<file path="src/rtl/cpu_run_ctrl.sv">
// ---------------------------------------------------------------------------
// cpu_run_ctrl
//
// Run-control sequencer for the pipelined cpu core. A host streams a program
// into instruction memory through the cpu external write port; the block then
// enables the core for a bounded (i_max_cycles) or host-stopped (i_stop) run,
// keeps the core enabled for DRAIN_CYCLES more cycles to flush the 5-stage
// pipeline, parks it and reports completion plus the RUN cycle count.
//
// Ports
//   i_clk            clock
//   i_arst_n         synchronous active-low reset
//   i_start          pulse: begin load+run (run only when i_skip_load=1)
//   i_skip_load      sampled with i_start: go straight to RUN
//   i_stop           pulse: end RUN early
//   i_max_cycles     RUN length limit sampled on i_start, 0 = unlimited
//   i_load_valid     host word valid
//   i_load_data      host instruction word
//   i_load_last      marks the final program word
//   o_load_ready     word accepted this cycle (decoded from state)
//   o_imem_addr_ext  byte address to cpu addr_ext
//   o_imem_wen_ext   write enable to cpu wen_ext
//   o_imem_wdata_ext write data to cpu wdata_ext
//   o_cpu_en         cpu enable
//   o_busy           state is LOAD, RUN or DRAIN
//   o_done           state is DONE
//   o_load_ovf       memory filled without a last word
//   o_cycle_count    RUN cycles elapsed (saturating)
// ---------------------------------------------------------------------------
module cpu_run_ctrl #(
  parameter int IMEM_ADDR_W  = 9,
  parameter int DRAIN_CYCLES = 4,
  parameter int CYC_W        = 32
) (
  input  logic             i_clk,
  input  logic             i_arst_n,
  input  logic             i_start,
  input  logic             i_skip_load,
  input  logic             i_stop,
  input  logic [CYC_W-1:0] i_max_cycles,
  input  logic             i_load_valid,
  input  logic [31:0]      i_load_data,
  input  logic             i_load_last,
  output logic             o_load_ready,
  output logic [31:0]      o_imem_addr_ext,
  output logic             o_imem_wen_ext,
  output logic [31:0]      o_imem_wdata_ext,
  output logic             o_cpu_en,
  output logic             o_busy,
  output logic             o_done,
  output logic             o_load_ovf,
  output logic [CYC_W-1:0] o_cycle_count
);

  localparam int DRAIN_W      = (DRAIN_CYCLES > 1) ? $clog2(DRAIN_CYCLES) : 1;
  localparam int DRAIN_LAST_I = (DRAIN_CYCLES > 0) ? DRAIN_CYCLES - 1 : 0;
  localparam logic [DRAIN_W-1:0]     DRAIN_LAST = DRAIN_W'(DRAIN_LAST_I);
  localparam logic [DRAIN_W-1:0]     DRAIN_ONE  = DRAIN_W'(1);
  localparam logic [IMEM_ADDR_W-1:0] IDX_ONE    = IMEM_ADDR_W'(1);
  localparam logic [CYC_W-1:0]       CNT_ONE    = CYC_W'(1);

  typedef enum logic [2:0] {
    S_IDLE,
    S_LOAD,
    S_RUN,
    S_DRAIN,
    S_DONE
  } state_t;

  state_t                 r_state;
  logic [IMEM_ADDR_W-1:0] r_word_idx;
  logic [CYC_W-1:0]       r_max;
  logic [DRAIN_W-1:0]     r_drain_cnt;
  logic [31:0]            r_imem_addr;
  logic                   r_imem_wen;
  logic [31:0]            r_imem_wdata;
  logic                   r_cpu_en;
  logic                   r_busy;
  logic                   r_done;
  logic                   r_load_ovf;
  logic [CYC_W-1:0]       r_cycle_count;

  logic [31:0]            w_byte_addr;
  logic [CYC_W-1:0]       w_count_inc;
  logic                   w_max_hit;

  // Word index shifted into a byte address for the cpu external port.
  assign w_byte_addr = {{(30-IMEM_ADDR_W){1'b0}}, r_word_idx, 2'b00};

  // Count holds at all-ones instead of wrapping during very long runs.
  assign w_count_inc = (r_cycle_count == '1) ? r_cycle_count
                                             : r_cycle_count + CNT_ONE;

  // Compared against the pre-increment value so the final count equals max.
  assign w_max_hit = (r_max != '0) && (r_cycle_count == r_max - CNT_ONE);

  always_ff @(posedge i_clk) begin
    if (!i_arst_n) begin
      r_state       <= S_IDLE;
      r_word_idx    <= '0;
      r_max         <= '0;
      r_drain_cnt   <= '0;
      r_imem_addr   <= '0;
      r_imem_wen    <= 1'b0;
      r_imem_wdata  <= '0;
      r_cpu_en      <= 1'b0;
      r_busy        <= 1'b0;
      r_done        <= 1'b0;
      r_load_ovf    <= 1'b0;
      r_cycle_count <= '0;
    end else begin
      // The write strobe is a single-cycle pulse per accepted word.
      r_imem_wen <= 1'b0;
      case (r_state)
        S_IDLE, S_DONE: begin
          if (i_start) begin
            r_word_idx    <= '0;
            r_cycle_count <= '0;
            r_load_ovf    <= 1'b0;
            r_done        <= 1'b0;
            r_max         <= i_max_cycles;
            r_busy        <= 1'b1;
            if (i_skip_load) begin
              r_state  <= S_RUN;
              r_cpu_en <= 1'b1;
            end else begin
              r_state  <= S_LOAD;
            end
          end
        end
        S_LOAD: begin
          if (i_load_valid) begin
            r_imem_wen   <= 1'b1;
            r_imem_addr  <= w_byte_addr;
            r_imem_wdata <= i_load_data;
            r_word_idx   <= r_word_idx + IDX_ONE;
            // The core may start fetching while the last word is written:
            // fetch begins at address 0, which is already in memory.
            if (i_load_last) begin
              r_state  <= S_RUN;
              r_cpu_en <= 1'b1;
            end else if (r_word_idx == '1) begin
              r_state    <= S_RUN;
              r_cpu_en   <= 1'b1;
              r_load_ovf <= 1'b1;
            end
          end
        end
        S_RUN: begin
          r_cycle_count <= w_count_inc;
          if (i_stop || w_max_hit) begin
            r_drain_cnt <= '0;
            if (DRAIN_CYCLES == 0) begin
              r_state  <= S_DONE;
              r_cpu_en <= 1'b0;
              r_busy   <= 1'b0;
              r_done   <= 1'b1;
            end else begin
              r_state  <= S_DRAIN;
            end
          end
        end
        S_DRAIN: begin
          if (r_drain_cnt == DRAIN_LAST) begin
            r_state  <= S_DONE;
            r_cpu_en <= 1'b0;
            r_busy   <= 1'b0;
            r_done   <= 1'b1;
          end else begin
            r_drain_cnt <= r_drain_cnt + DRAIN_ONE;
          end
        end
        default: begin
          r_state <= S_IDLE;
        end
      endcase
    end
  end

  assign o_load_ready     = (r_state == S_LOAD);
  assign o_imem_addr_ext  = r_imem_addr;
  assign o_imem_wen_ext   = r_imem_wen;
  assign o_imem_wdata_ext = r_imem_wdata;
  assign o_cpu_en         = r_cpu_en;
  assign o_busy           = r_busy;
  assign o_done           = r_done;
  assign o_load_ovf       = r_load_ovf;
  assign o_cycle_count    = r_cycle_count;

endmodule

</file>
<file path="config.mk">
export PLATFORM = sky130hd
export DESIGN_NAME = cpu_run_ctrl
export DESIGN_NICKNAME = d
export VERILOG_FILES = /design/src/rtl/cpu_run_ctrl.sv
export SDC_FILE = /design/constraint.sdc
export NUM_CORES = 1
export LEC_CHECK = 0
export ABC_AREA = 1
export BUFFER_PORTS_ARGS = -buffer_cell sky130_fd_sc_hd__buf_2
export CORE_UTILIZATION = 50
export CTS_BUF_LIST = sky130_fd_sc_hd__clkbuf_8
export DETAILED_ROUTE_END_ITERATION = 10
export PLACE_DENSITY_LB_ADDON = 0.15
export SETUP_SLACK_MARGIN = 0.05
export SLEW_MARGIN = 10
export SYNTH_ARGS = -nofsm -noshare
export SYNTH_HDL_FRONTEND = slang
export SYNTH_SLANG_ARGS = --single-unit
</file>
<file path="constraint.sdc">
create_clock -name i_clk -period 3.6 [get_ports i_clk]
set_input_delay 0.72 -clock i_clk [delete_from_list [all_inputs] [get_ports i_clk]]
set_output_delay 0.72 -clock i_clk [all_outputs]
set_load 0.01 [all_outputs]
</file>
==> results.py <==
metrics = {
    "power_and_ir_drop": {
        "totalPowerFinal_mw": 4.88,
        "power.density_nw_per_um2": 598,
        "cellLeakagePower_nw": 3.70,
        "vdd_ir_drop_max_uv": 375,
    },
    "clock_network": {
        "clock_insertion_delay_worst_skew_ps": 460,
        "clock_buffer_count_from_cts": 17,
        "post-cts-setup-buffer-count": 0,
        "cts_htree_levels": 4,
        "cts_repair_resize_count": 0,
        "sink_count_of_the_clock_tree": 124,
        "cts-root-buf": "clkbuf_8",
        "post_cts_hold_buffer_count": 0,
        "ctsLongestPathBuffers": 2,
        "cts_tree": "built",
        "cts.clk_slew.worst_paths_ps": 70,
    },
    "synth": {
        "yosys.area.top_type": "dfxtp_1",
        "ys_seq_elements": 124,
        "number_of_flops_mapped_to_enable_cells_by_yosys": 0,
        "synth.lib_cells_used.distinct": 43,
        "synth_warnings": 0,
        "synthArstFlopShare": 0,
        "synth.yosys.seq_area_share": 0.353,
        "post_synth_main_area_contributors": "dfxtp_1, nand2_1, nor2_1",
        "post_synth_inst_count": 1088,
        "synth_top_area_share": 0.353,
        "synth_top_flop_cell": "dfxtp_1",
        "syn-cell-area_sq_um": 7030,
        "avg_inst_size_synth_sq_um": 6.47,
    },
    "drt": {
        "drc_errors": 0,
        "wire_per_inst_microns": 14.0,
        "route.vias.total": 7315,
        "avgViaCountPerCell": 5.19,
        "first_iter_violations": 568,
        "number_of_search_and_repair_iterations_in_the_first_detailed_routing_pass": 6,
        "drt_wl_total_mm": 19.8,
        "route.antenna.remaining_nets": 0,
    },
    "cells_and_area": {
        "antennaDiodeCount": 0,
        "layout.filler_cells": 1356,
        "layout.cells.non_filler": 1410,
        "nNetsFinal": 1298,
        "area.growth.synth_to_final_pct": 16.0,
        "drive_above_1_share": 0.177,
        "regArea_sq_um": 2480,
        "final_cell_mix": "nand2_1, nor2_1, buf_2",
        "layout.cells.most_common": "nand2_1",
        "area_occupied_by_multi_input_gates_sq_um": 3900,
    },
    "sta": {
        "final_hold_viol_count": 0,
        "totalNegativeSetupSlack_ps": 0,
        "max_slew_headroom": 0.535,
        "worst_clock_skew_ps": 13.0,
        "layout_worst_path_cycle_share": 0.716,
        "max_freq_mhz": 388,
        "setup_violations": 0,
        "timing.final.max_slew_violations": 0,
        "finalWorstPathRequiredPeriod_ps": 2580,
        "tightestPinTransition_ps": 695,
        "grt_setup_unrepaired": "false",
    },
    "hold_path": {
        "holdCritStartpoint": "o_imem_wdata_ext[16]$_SDFFE_PN0P_",
        "min_path_type": "flop to flop",
        "worst_min_delay_path_endpoint": "o_imem_wdata_ext[16]$_SDFFE_PN0P_",
        "hold-path-cell-count": 2,
    },
    "critical_path": {
        "path_cells": "ha_1 -> nand2_1 -> inv_1 -> nand3_1 -> nor3_2 -> nand3_2 -> o31ai_2 -> nand2_2 -> clkinv_2 -> nor3_1 -> a21oi_1 -> nor2_1",
        "critPathArrivalTime_ps": 2910,
        "regToRegEndpoint": "o_cycle_count[17]$_SDFFE_PN0P_",
        "cp_top_family": "simple AND/OR/NAND/NOR gates",
        "r2r_slack_ps": 1020,
        "timing.critical_path.depth": 12,
        "worst-path-buf-inv": 2,
        "worstSetupPathType": "flop to flop",
        "worstSetupStartpointType": "flop",
        "cp-end-kind": "flop",
        "critPathSlowestCell": "dfxtp_1",
        "r2r_cells": 12,
        "cp_max_stage_delay_ps": 450,
        "required_ps": 3930,
        "worst-path-max-fanout": 25,
        "r2r_start": "o_cycle_count[1]$_SDFFE_PN0P_",
    },
    "global_route": {
        "maximum_number_of_pins_on_one_net_before_global_route_repair": 49,
        "gr-usage-all-layers": 0.287,
        "grt_overflow_total": 0,
        "antenna_found_initial": 0,
        "via_count_of_the_first_global_routing_pass": 6800,
        "grt_first_pass_wirelength_mm": 32.8,
    },
    "die": {
        "io_pins": 173,
        "effective_utilization_at_floorplan": 0.521,
        "die_area_sq_um": 14500,
        "std_cell_rows": 42,
        "fp.dieH_microns": 121,
        "fp.coreArea_sq_um": 13500,
        "die_w_microns": 121,
    },
    "placed_design": {
        "hpwlAfterDp_mm": 14.8,
        "io_buffer_count": 149,
        "routabilityCongestion": 0.971,
        "place.detailed.instances": 1379,
    },
    "run": {
        "drv.max_cap_violation_count": 0,
    },
    "outcome": {
        "run_status": "completed",
    },
}
[final cells by class]
type | count | share of cell area
inverter | 98 | 0.0452
sequential | 124 | 0.304
timing repair buffer | 159 | 0.101
clock inverter | 13 | 0.0144
clock buffer | 18 | 0.0304
multi-input combinational | 822 | 0.478
tap | 176 | 0.0270
[metrics by stage]
stage               instance area, sq um  utilization  hold WS, ps  setup slack, ps
floorplan                           7120            -          438             1520
global placement                    7790        0.577          442             1130
detailed placement                  7790        0.577          450             1040
CTS                                 8160        0.604          460             1020
global route                        8160        0.604          464              673
finish                              8160        0.604          461             1020
[power breakdown]
part / total [mW] / switching (mW) / leakage [nW] / internal (mW)
Clock: 1.17 / 0.612 / 0.174 / 0.561
Combinational: 1.94 / 1.31 / 2.51 / 0.630
Sequential: 1.77 / 0.197 / 1.01 / 1.57
Total: 4.88 / 2.12 / 3.70 / 2.76
[flip-flops by register name, summed over array words and instances, names as in the netlist, 2 cells and up]
name / count
r_word_idx: 9
r_drain_cnt: 2
o_imem_addr_ext: 9
r_state: 3
o_imem_wdata_ext: 32
r_max: 32
o_cycle_count: 32
[worst min-delay path, delay by kind of cell, from the launching register on]
kind	cells	cell delay, ps
and+or+nand+nor	1	60
AOI/OAI and AO/OA	1	50
DFF	1	310
[kinds of logic after synthesis]
kind of cell / synth area share
other: 0.000533
xor gates and xnor gates: 0.0498
DFF: 0.353
buffers and inverters: 0.104
adders and majority gates: 0.00889
AOI/OAI and AO/OA: 0.120
and+or+nand+nor: 0.363
[worst max path at each step]
stage	endpoint	start	slack [ps]
after floorplan	r_word_idx[7]$_SDFFE_PN0P_	i_load_valid	1520
after global placement	r_drain_cnt[1]$_SDFFE_PN0P_	r_max[0]$_SDFFE_PN0P_	1130
after detailed placement	o_cycle_count[17]$_SDFFE_PN0P_	o_cycle_count[1]$_SDFFE_PN0P_	1040
after CTS	o_cycle_count[17]$_SDFFE_PN0P_	o_cycle_count[1]$_SDFFE_PN0P_	1020
after global routing	o_cycle_count[17]$_SDFFE_PN0P_	o_cycle_count[1]$_SDFFE_PN0P_	670
final	o_cycle_count[17]$_SDFFE_PN0P_	o_cycle_count[1]$_SDFFE_PN0P_	1020
[cells in the mapped netlist (4+ instances only)]
cell and n:
a211oi_1 4, xor2_1 23, nor2_1 161, dfxtp_1 124, clkbuf_1 32, xnor2_1 17
nand3b_1 5, nor2_2 5, buf_4 25, nor4_1 10, nand2_2 5, a21oi_1 92
nand3_1 87, o21ai_0 50, inv_1 95, buf_1 4, nor3_1 28, nand4_1 15
nand2_1 264, or2_2 6, ha_1 5
[metal layers]
metal / part of all wire / wire length (microns) / GRT usage
met5: 0 / 0 / 0
met4: 0.032 / 629 / 0.131
met3: 0.069 / 1370 / 0.0712
met2: 0.45 / 8990 / 0.472
met1: 0.45 / 8810 / 0.351
(Power assumes the default switching activity.)
